==> config.mk <==
export PLATFORM = sky130hd
export DESIGN_NAME = imm_encoder
export DESIGN_NICKNAME = d
export VERILOG_FILES = /design/src/rtl/imm_encoder.sv
export SDC_FILE = /design/constraint.sdc
export NUM_CORES = 1
export LEC_CHECK = 0
export CORE_MARGIN = 2
export CORE_UTILIZATION = 55
export CTS_CLUSTER_DIAMETER = 60
export DETAILED_ROUTE_END_ITERATION = 10
export GPL_ROUTABILITY_DRIVEN = 0
export PLACE_DENSITY = 0.8
export SYNTH_ARGS = -nofsm -noshare
export SYNTH_HDL_FRONTEND = slang
export SYNTH_SLANG_ARGS = --single-unit
==> constraint.sdc <==
create_clock -name clk -period 3.7 [get_ports clk]
set_input_delay 0.74 -clock clk [delete_from_list [all_inputs] [get_ports clk]]
set_output_delay 0.74 -clock clk [all_outputs]
set_load 0.05 [all_outputs]
==> src/rtl/imm_encoder.sv <==
// ============================================================================
// imm_encoder : 32-bit immediate -> Instr[23:0] field (inverse of the extender)
// Rev 1.0
// ============================================================================
`default_nettype none

module imm_encoder #(
  parameter int NUM_ROT = 16
) (
  input  logic        clk,
  input  logic        rst_n,
  input  logic        in_valid,
  output logic        in_ready,
  input  logic [31:0] in_value,
  input  logic [1:0]  in_immsrc,
  output logic        out_valid,
  input  logic        out_ready,
  output logic [23:0] out_instr,
  output logic        out_ok
);

  localparam logic [1:0] S_IDLE   = 2'd0;
  localparam logic [1:0] S_SEARCH = 2'd1;
  localparam logic [1:0] S_DONE   = 2'd2;

  localparam logic [3:0] c_last_rot = 4'(NUM_ROT - 1);

  logic [1:0]  r_state;
  logic [31:0] r_value;
  logic [3:0]  r_rot;

  logic        w_accept;
  logic [4:0]  w_shamt;
  logic [31:0] w_rotated;
  logic [23:0] w_direct_instr;
  logic        w_direct_ok;

  assign in_ready  = rst_n & (r_state == S_IDLE);
  assign out_valid = (r_state == S_DONE);
  assign w_accept  = in_valid & in_ready;

  // Rotate left by 2*rot; a shift of 32 yields zero, so rot = 0 is a pass-through.
  assign w_shamt   = {r_rot, 1'b0};
  assign w_rotated = (r_value << w_shamt) | (r_value >> (6'd32 - {1'b0, w_shamt}));

  always_comb begin
    w_direct_instr = 24'd0;
    w_direct_ok    = 1'b0;
    case (in_immsrc)
      2'b01: begin
        w_direct_ok = ~(|in_value[31:12]);
        if (w_direct_ok) w_direct_instr = {12'd0, in_value[11:0]};
      end
      2'b10: begin
        w_direct_ok = ~(|in_value[1:0]) &
                      ((&in_value[31:25]) | ~(|in_value[31:25]));
        if (w_direct_ok) w_direct_instr = in_value[25:2];
      end
      default: begin
        w_direct_instr = 24'd0;
        w_direct_ok    = 1'b0;
      end
    endcase
  end

  always_ff @(posedge clk) begin
    if (!rst_n) begin
      r_state   <= S_IDLE;
      r_value   <= 32'd0;
      r_rot     <= 4'd0;
      out_instr <= 24'd0;
      out_ok    <= 1'b0;
    end else begin
      case (r_state)
        S_IDLE: begin
          if (w_accept) begin
            r_value <= in_value;
            r_rot   <= 4'd0;
            if (in_immsrc == 2'b00) begin
              r_state <= S_SEARCH;
            end else begin
              out_instr <= w_direct_instr;
              out_ok    <= w_direct_ok;
              r_state   <= S_DONE;
            end
          end
        end
        S_SEARCH: begin
          if (~(|w_rotated[31:8])) begin
            out_instr <= {12'd0, r_rot, w_rotated[7:0]};
            out_ok    <= 1'b1;
            r_state   <= S_DONE;
          end else if (r_rot == c_last_rot) begin
            out_instr <= 24'd0;
            out_ok    <= 1'b0;
            r_state   <= S_DONE;
          end else begin
            r_rot <= r_rot + 4'd1;
          end
        end
        S_DONE: begin
          if (out_ready) r_state <= S_IDLE;
        end
        default: r_state <= S_IDLE;
      endcase
    end
  end

endmodule

`default_nettype wire

==> run_results.csv, run 1 <==
group,metric,value,unit
status,status,"finished, final reports clean",
final_layout,multi_input_area,0.00310,mm^2
place,dp_slack,0.267,ns
sta,tightest_slew,0.929,ns
cts,cts_sinks,63,
final_layout,area_growth_syn_to_layout,17.8,%
setup_path,required,3.99,ns
sta,clock.fmax,294,MHz
global_route,grt_max_degree,55,
floorplanning,initial_core_util,56.6,%
setup_path,slowest_delay,0.39,ns
global_route,antenna_found_initial,0,
synth,yosys.area.top_type,"dfxtp_1",
detailed_routing,viasPerCell,6.48,
synth,postSynthCellCount,602,
place,port_buffers,64,
floorplanning,coreArea,0.00818,mm^2
final_layout,ff_latch_area,0.00126,mm^2
hold_path,worstHoldStart,"out_instr[16]",
hold_path,min_path_type,"register to register",
setup_path,critPathKind,"register to register",
cts,post_cts_buffers,0,
final_layout,drive_above_1_share,9.44,%
power,power.density,329,mW/mm^2
power,leakage,0.00213,uW
sta,setup_tns,0,ns
setup_path,path_delay_family,"compound AO/OA/AOI/OAI gates",
global_route,grt_pass1_wl,21.9,mm
synth,async_reset_ff_share,0,%
synth,synthTopCellsByArea,"dfxtp_1 (27%), nand2_1 (9.0%), mux2i_1 (8.4%), mux4_2 (7.8%), nand3_1 (5.8%)",
setup_path,rr_startpoint,"r_rot[1]",
setup_path,end_kind,"register",
setup_path,cp-start-kind,"register",
sta,drv_slew,0,
setup_path,crit_path_start,"r_rot[1]",
sta,min_period,3.40,ns
cts,cts_buffers,9,
synth,synth_top_area_share,27.3,%
detailed_routing,routed_wirelength,13.6,mm
global_route,grt_pass1_vias,4393,
synth,synth_nets,645,
synth,seq_area_frac_synth,27.3,%
cts,clkTransAtPathRegs,0.07,ns
final_layout,nets,684,
cts,clockRootBuffer,"clkbuf_8",
floorplanning,die-area,0.00916,mm^2
synth,synth_flop_cell,"dfxtp_1",
global_route,overflow,0,
setup_path,worstPathArrival,3.68,ns
final_layout,fin_area,0.00545,mm^2
final_layout,num_antenna_cells,0,
floorplanning,ios,65,
place,dp_hpwl,9.79,mm
sta,fin_ws,0.304,ns
detailed_routing,first_iter_violations,584,
cts,clkLatencyLatePin,0.35,ns
detailed_routing,drc_errors,0,
final_layout,num-fill-cells,685,
setup_path,reg2reg_slack,0.30,ns
synth,avgSynthCellArea,7.69,um^2
setup_path,timing.critical_path.buf_inv,2,
synth,ys_seq_elements,63,
detailed_routing,dr.pass1.iters,8,
floorplanning,die_h,95.7,um
floorplanning,die_x,95.7,um
sta,min_period_over_period,91.8,%
floorplanning,std_cell_rows,33,
setup_path,cp_max_fo,28,
cts,clockBufferDepth,2,
power,report.power.total,1790,uW
synth,yosysWarnings,0,
cts,cts_max_level,3,
setup_path,crit_path_top_delay_cell,"a21oi_1",
final_layout,layoutNonFillerInstCount,751,
power,ir_drop,316,uV
sta,rsz0062_at_grt,"no",
synth,syn-cell-area,0.00463,mm^2
sta,max_slew_margin,37.6,%
detailed_routing,vias,4870,
detailed_routing,avgRoutedWirePerCell,18.1,um
synth,synth_edf_count,0,
place,placed_cells,735,
detailed_routing,ant_nets,0,
cts,post_cts_resize_count,0,
setup_path,worstPathCellList,"inv_1 -> ha_1 -> buf_4 -> or3_1 -> a21o_1 -> a221oi_2 -> nand4_1 -> a21oi_1 -> nand4_2 -> o21ai_0 -> o211a_1",
place,place_area,0.00528,mm^2
global_route,gr-usage-all-layers,30.6,%
synth,synth.distinct_cells,64,
job,cap_violations,0,
sta,setup_violations,0,
sta,finalClockSkew,0.00743,ns
cts,holdBufCountCts,0,
sta,hold_viol_final,0,
cts,cts_tree,"done",
==> cells in the mapped netlist (3+ instances only) <==
| cell type | number |
|---|---|
| a211oi_1 | 8 |
| a21o_1 | 3 |
| a21oi_1 | 28 |
| a22oi_1 | 13 |
| a31oi_1 | 4 |
| and3_1 | 3 |
| buf_1 | 6 |
| buf_2 | 13 |
| clkbuf_1 | 26 |
| dfxtp_1 | 63 |
| ha_1 | 5 |
| inv_1 | 10 |
| mux2_2 | 3 |
| mux2i_1 | 39 |
| mux4_2 | 16 |
| nand2_1 | 111 |
| nand2b_1 | 5 |
| nand3_1 | 54 |
| nand4_1 | 5 |
| nor2_1 | 39 |
| nor2b_1 | 7 |
| nor3_1 | 17 |
| nor3b_1 | 4 |
| nor4_1 | 13 |
| o211a_1 | 5 |
| o211ai_1 | 3 |
| o21a_1 | 8 |
| o21ai_0 | 23 |
| o22ai_1 | 8 |
| o31ai_1 | 7 |
| or3_1 | 9 |
==> cells in the final DEF, fill, tap and decap left out, types with 3 or more instances in the layout <==
master,n
a211oi_1,8
a21o_1,3
a21oi_1,28
a22oi_1,13
a31oi_1,4
and3_1,3
buf_4,15
clkbuf_8,9
clkdlybuf4s50_1,63
clkinvlp_4,4
dfxtp_1,62
ha_1,5
inv_1,10
mux2_2,3
mux2i_1,39
mux4_2,16
nand2_1,111
nand2b_1,5
nand3_1,54
nand4_1,5
nor2_1,39
nor2b_1,7
nor3_1,17
nor3b_1,4
nor4_1,13
o211a_1,5
o211ai_1,3
o21a_1,8
o21ai_0,23
o22ai_1,8
o31ai_1,7
or3_1,9
==> metal layers <==
metal	wire, um	vias to the layer above	GRT usage, %	part of all wire [%]
met5	0	-	0	0
met4	331	0	12.0	2.4
met3	1250	41	5.72	9.2
met2	6250	276	45.2	46
met1	5800	2256	44.1	43
li1	-	2297	-	-
==> worst min-delay path, cell delays in order (launching register included) <==
cell	delay, ns
dfxtp_1	0.31
nand2_1	0.05
mux2i_1	0.06
==> per-stage QoR <==
| stage | utilization (%) | hold WS, ns |
|---|---|---|
| after floorplan | - | 0.474 |
| after global placement | 64.5 | 0.446 |
| after detailed placement | 64.5 | 0.454 |
| after CTS | 66.7 | 0.471 |
| after global routing | 66.7 | 0.492 |
| final | 66.7 | 0.465 |
==> state kept, by name (all words and copies together) (netlist names) <==
| register | cells |
|---|---|
| out_ok | 1 |
| r_value | 32 |
| r_state | 2 |
| out_instr | 24 |
| r_rot | 4 |
==> power by group <==
part | internal [uW] | leakage, uW | switching (uW)
registers | 719 | 0.000516 | 72.0
clock network | 242 | 0.0000776 | 280
logic | 211 | 0.00153 | 269
==> final timing paths <==
path,to,depth (start not counted)
setup reg to reg,out_instr[9],11
hold / removal,out_instr[16],2
hold reg to reg,out_instr[16],2
setup / recovery,out_instr[9],11
==> logic make-up after synthesis <==
| family | after synthesis | share of synthesized area, % |
|---|---|---|
| flip-flops | 63 | 27.3 |
| XOR/XNOR | 3 | 0.568 |
| multiplexers | 58 | 17.0 |
| adder cells (fa/ha/maj) | 5 | 1.35 |
| AO/OA/AOI/OAI | 134 | 19.9 |
| buffers and inverters | 62 | 5.92 |
| AND/OR/NAND/NOR | 277 | 28.1 |
==> layout make-up <==
type	instances	area share, %
flip-flops and latches	63	23.1
repair buffers	79	13.7
well taps	105	2.41
clock inverters	7	0.895
inverters	11	0.757
clock buffers	9	2.27
multi-input cells	477	56.8
No activity file was read; power rests on OpenSTA's default activity.
==> inputs of run 2 (changes only) <==
Settings changed: SLEW_MARGIN set to 20.
Clock period 3.7 ns to 3.35 ns, I/O delays scaled along.
==> run 2 against run 1 <==
- core utilization rose by 0.80 points
- combinational power rose by 12%
- clock skew rose by 0.0019 ns
==> run_results.csv, run 2 (same netlist as run 1, synthesis figures left out) <==
group,metric,value,unit
floorplanning,die_x,95.7,um
sta,setup_violations,0,
setup_path,end_kind,"register",
floorplanning,die_h,95.7,um
cts,clkLatencyLatePin,0.34,ns
detailed_routing,routed_wirelength,13.9,mm
final_layout,reg.largest.list,"r_value x32, out_instr x24, r_rot x4",
floorplanning,initial_core_util,56.6,%
detailed_routing,dr.pass1.iters,5,
cts,cts_sinks,63,
final_layout,largest-register,"r_value",
setup_path,r2r_end,"out_instr[10]",
setup_path,timing.critical_path.buf_inv,3,
setup_path,rr_startpoint,"r_rot[0]",
final_layout,num_antenna_cells,0,
global_route,gr-usage-all-layers,31.4,%
setup_path,required,3.64,ns
floorplanning,ios,65,
final_layout,final_util,67.5,%
final_layout,ff_latch_area,0.00126,mm^2
setup_path,critPathKind,"register to register",
floorplanning,coreArea,0.00818,mm^2
hold_path,min_path_type,"register to register",
power,ir_drop,293,uV
cts,cts_max_level,3,
final_layout,area_growth_syn_to_layout,19.2,%
detailed_routing,ant_nets,0,
cts,post_cts_buffers,0,
global_route,grt_pass1_vias,4552,
sta,setup_tns,0,ns
detailed_routing,avgRoutedWirePerCell,18.5,um
setup_path,cp_max_fo,42,
place,dp_hpwl,9.95,mm
setup_path,crit_path_top_delay_cell,"dfxtp_2",
sta,drv_slew,0,
cts,cts_tree,"done",
hold_path,hold_end,"out_instr[19]",
global_route,grt_max_degree,61,
detailed_routing,drc_errors,0,
final_layout,layout_common_cells,"nand2_1 (111), clkdlybuf4s50_1 (63), dfxtp_1 (62)",
final_layout,largest_reg_flops,32,
sta,min_period,3.17,ns
setup_path,slowest_delay,0.36,ns
global_route,antenna_found_initial,0,
sta,tightest_slew,0.648,ns
sta,min_period_over_period,94.7,%
floorplanning,std_cell_rows,33,
power,leakage,0.00216,uW
setup_path,worstPathArrival,3.46,ns
sta,hold_viol_final,0,
final_layout,final_common_cell,"nand2_1",
global_route,overflow,0,
setup_path,reg2reg_depth,12,
floorplanning,die-area,0.00916,mm^2
final_layout,num-fill-cells,668,
power,power.density,372,mW/mm^2
status,status,"finished, final reports clean",
global_route,grt_pass1_wl,22.6,mm
cts,cts_buffers,9,
cts,clockRootBuffer,"clkbuf_8",
sta,finalClockSkew,0.00931,ns
detailed_routing,first_iter_violations,461,
hold_path,min_path_cells,2,
sta,max_slew_margin,56.7,%
final_layout,drive_above_1_share,9.57,%
cts,clockBufferDepth,2,
setup_path,cp-start-kind,"register",
hold_path,worstHoldStart,"out_instr[19]",
setup_path,reg2reg_slack,0.18,ns
job,cap_violations,0,
cts,holdBufCountCts,0,
cts,post_cts_resize_count,0,
detailed_routing,vias,4915,
final_layout,multi_input_area,0.00311,mm^2
detailed_routing,viasPerCell,6.53,
sta,clock.fmax,315,MHz
cts,clkTransAtPathRegs,0.07,ns
setup_path,path_delay_family,"compound AO/OA/AOI/OAI gates",
place,port_buffers,64,
final_layout,nets,687,
sta,rsz0062_at_grt,"no",
setup_path,worstPathCellList,"inv_2 -> ha_1 -> buf_12 -> or3_1 -> a21o_1 -> a221oi_2 -> nand4_1 -> a21oi_2 -> buf_4 -> nand4_2 -> o21ai_0 -> o211a_1",
run 2: cell types whose count changed in the layout (fill, tap and decap cells not counted), sizes merged:
cell	change
clkinvlp	-3
buf	+3
clkbuf	+2
bufinv	+1
inv	-1
run 2: per-layer routing:
layer,wire (um),global-route usage (%),vias up
li1,-,-,2310
met1,5880,43.1,2253
met2,6410,49.1,305
met3,1140,4.31,47
met4,501,14.6,0
met5,0,0,-
run 2: power breakdown:
group | switching, uW | internal (uW)
Clock | 301 | 338
Sequential | 81.4 | 794
Combinational | 300 | 238
Total | 683 | 1370
run 2: cell type report:
class                           count  share of cell area (%)
Multi-Input combinational cell    477                    56.3
Sequential cell                    63                    22.9
Timing Repair Buffer               82                    14.4
Clock buffer                       11                    2.38
Tap cell                          105                    2.38
Clock inverter                      4                   0.861
Inverter                           11                   0.748
run 2: per-stage QoR:
| step | hold WS (ns) | area, um^2 | instances | setup slack (ns) | power [uW] |
|---|---|---|---|---|---|
| 5_1_grt | 0.491 | 5520 | 753 | 0.0105 | 2140 |
| 6_report | 0.469 | 5520 | 753 | 0.177 | 2050 |
| 4_1_cts | 0.475 | 5500 | 753 | 0.0552 | 2040 |
| 3_3_place_gp | 0.446 | 5320 | 738 | 0.296 | 1400 |
| 3_5_place_dp | 0.457 | 5320 | 738 | 0.0859 | 1410 |
| 2_1_floorplan | 0.474 | 4630 | 602 | 0.250 | 1230 |
run 2: how the worst max path moves through the flow:
stage,start,endpoint,slack (ns),depth (start not counted)
floorplan,r_rot[0],out_instr[10],0.25,15
global placement,r_rot[0],out_instr[20],0.30,11
detailed placement,r_rot[1],out_instr[17],0.09,11
CTS,r_rot[1],out_instr[17],0.06,11
global route,r_rot[0],out_instr[5],0.01,12
finish,r_rot[0],out_instr[10],0.18,12
run 2: tightest hold or removal path: cells and delay by family, from the launching register on:
family	cells	cell delay [ns]
muxes	1	0.06
DFF	1	0.31
and+or+nand+nor	1	0.05
==> inputs of run 3 (changes only) <==
Settings changed: CORE_UTILIZATION 55 to 30, PLACE_DENSITY 0.8 to unset.
==> run 3 against run 2 <==
- core utilization decreased by 30 points
- critical path depth unchanged
- via count decreased by 1.6%
- global-route usage fell by 13 points
- total power increased by 13%
- flip-flop and latch count stayed put
- clock-buffer cell count stayed put
- die area up 79%
- fmax up 1.9%
- sequential power about the same
- largest power group is now the clock network
==> run_results.csv, run 3 (same netlist as run 1, synthesis figures left out) <==
group,metric,value,unit
status,status,"finished, final reports clean",
setup_path,path_delay_family,"compound AO/OA/AOI/OAI gates",
detailed_routing,dr.pass1.iters,5,
setup_path,crit_path_top_delay_cell,"dfxtp_2",
setup_path,reg2reg_slack,0.24,ns
final_layout,final_common_cell,"nand2_1",
global_route,grt_pass1_vias,4789,
setup_path,required,3.63,ns
cts,cts_buffers,9,
hold_path,min_path_type,"register to register",
detailed_routing,avgRoutedWirePerCell,17.9,um
floorplanning,ios,65,
sta,setup_violations,0,
sta,finalClockSkew,0.00432,ns
place,dp_hpwl,10.9,mm
floorplanning,die-area,0.0164,mm^2
sta,min_period,3.11,ns
cts,cts_sinks,63,
power,leakage,0.00221,uW
sta,drv_slew,0,
floorplanning,initial_core_util,30.6,%
power,clkPwrFrac,38.8,%
cts,clkLatencyLatePin,0.33,ns
floorplanning,coreArea,0.0151,mm^2
cts,holdBufCountCts,0,
floorplanning,die_h,128,um
cts,clockBufferDepth,2,
setup_path,timing.critical_path.buf_inv,3,
detailed_routing,first_iter_violations,411,
setup_path,critPathKind,"register to register",
sta,setup_tns,0,ns
sta,hold-worst-slack,0.460,ns
cts,clkTransAtPathRegs,0.05,ns
power,combPwrFrac,23.4,%
place,port_buffers,64,
final_layout,largest_reg_flops,32,
final_layout,final_util,37.9,%
setup_path,cp_max_fo,36,
sta,hold_viol_final,0,
detailed_routing,ant_nets,0,
final_layout,num_antenna_cells,0,
power,p_sw,710,uW
power,seq_power_share,37.9,%
global_route,antenna_found_initial,0,
global_route,gr-usage-all-layers,18.7,%
power,power.internal,1600,uW
power,switching_share,30.7,%
final_layout,largest-register,"r_value",
sta,rsz0062_at_grt,"no",
sta,min_period_over_period,93.0,%
sta,max_slew_margin,49.2,%
detailed_routing,vias,4837,
floorplanning,std_cell_rows,45,
final_layout,reg.largest.list,"r_value x32, out_instr x24, r_rot x4",
global_route,grt_max_degree,78,
job,cap_violations,0,
detailed_routing,routed_wirelength,15.0,mm
detailed_routing,drc_errors,0,
cts,clockRootBuffer,"clkbuf_16",
final_layout,nets,688,
final_layout,layout_common_cells,"nand2_1 (111), clkdlybuf4s50_1 (63), dfxtp_1 (62)",
setup_path,end_kind,"register",
power,power.density,403,mW/mm^2
cts,cts_max_level,3,
global_route,overflow,0,
setup_path,worstPathCellList,"inv_2 -> ha_1 -> buf_12 -> or3_1 -> a21o_1 -> a221oi_2 -> nand4_1 -> a21oi_1 -> buf_4 -> nand4_4 -> o21ai_0 -> o211a_1",
global_route,grt_pass1_wl,24.7,mm
final_layout,area_growth_syn_to_layout,24.0,%
setup_path,cp-start-kind,"register",
floorplanning,die_x,128,um
cts,cts_tree,"done",
final_layout,drive_above_1_share,9.55,%
place,placed_cells,822,
detailed_routing,viasPerCell,5.78,
setup_path,slowest_delay,0.35,ns
setup_path,worstPathArrival,3.39,ns
sta,tightest_slew,0.762,ns
final_layout,layoutNonFillerInstCount,837,
power,ir_drop,259,uV
sta,clock.fmax,321,MHz
[run 3: repair_timing]
| item | 4_1_cts | 5_1_grt |
|---|---|---|
| resized for setup | 0 | 3 |
| buffers inserted | 0 | 0 |
| setup endpoints to repair | 0 | 20 |
| hold endpoints to repair | 0 | 0 |
[run 3: area by class of cell]
type | instances | area [um^2]
Clock inverter | 4 | 47.5
Inverter | 11 | 41.3
Clock buffer | 11 | 233
Fill cell | 1540 | 9410
Timing Repair Buffer | 83 | 803
Tap cell | 188 | 235
Sequential cell | 63 | 1260
Multi-Input combinational cell | 477 | 3110
[run 3: metrics by stage]
step	worst slack (ns)	power [uW]	area, um^2
4_1_cts	0.161	2320	5720
6_report	0.236	2310	5740
3_3_place_gp	0.217	1410	5440
5_1_grt	0.0379	2410	5740
2_1_floorplan	0.250	1230	4630
3_5_place_dp	0.179	1420	5440
[run 3: worst reg2reg max path: stages (launching register included)]
cell and delay [ns]:
dfxtp_2 0.35, inv_2 0.05, ha_1 0.34, buf_12 0.20, or3_1 0.32, a21o_1 0.20
a221oi_2 0.33, nand4_1 0.15, a21oi_1 0.24, buf_4 0.18, nand4_4 0.19, o21ai_0 0.34
o211a_1 0.17
[run 3: final timing paths]
kind	startpoint	endpoint	depth (start not counted)
min reg2reg	out_instr[19]	out_instr[19]	2
max	r_rot[0]	out_instr[0]	12
min	out_instr[19]	out_instr[19]	2
max reg2reg	r_rot[0]	out_instr[0]	12
[run 3: metal layers]
layer	vias to the layer above	part of all wire, %	global-route usage [%]
met4	0	3.7	9.44
met1	2289	44	24.2
met2	195	47	30.0
met3	43	5.3	2.92
li1	2310	-	-
met5	-	0	0
[run 3: power groups by stage]
stage	clock (uW)	combinational [uW]	sequential [uW]
6_report	897	541	875
5_1_grt	940	591	884
3_5_place_dp	0	532	889
4_1_cts	912	535	874
2_1_floorplan	0	350	884
3_3_place_gp	0	525	887
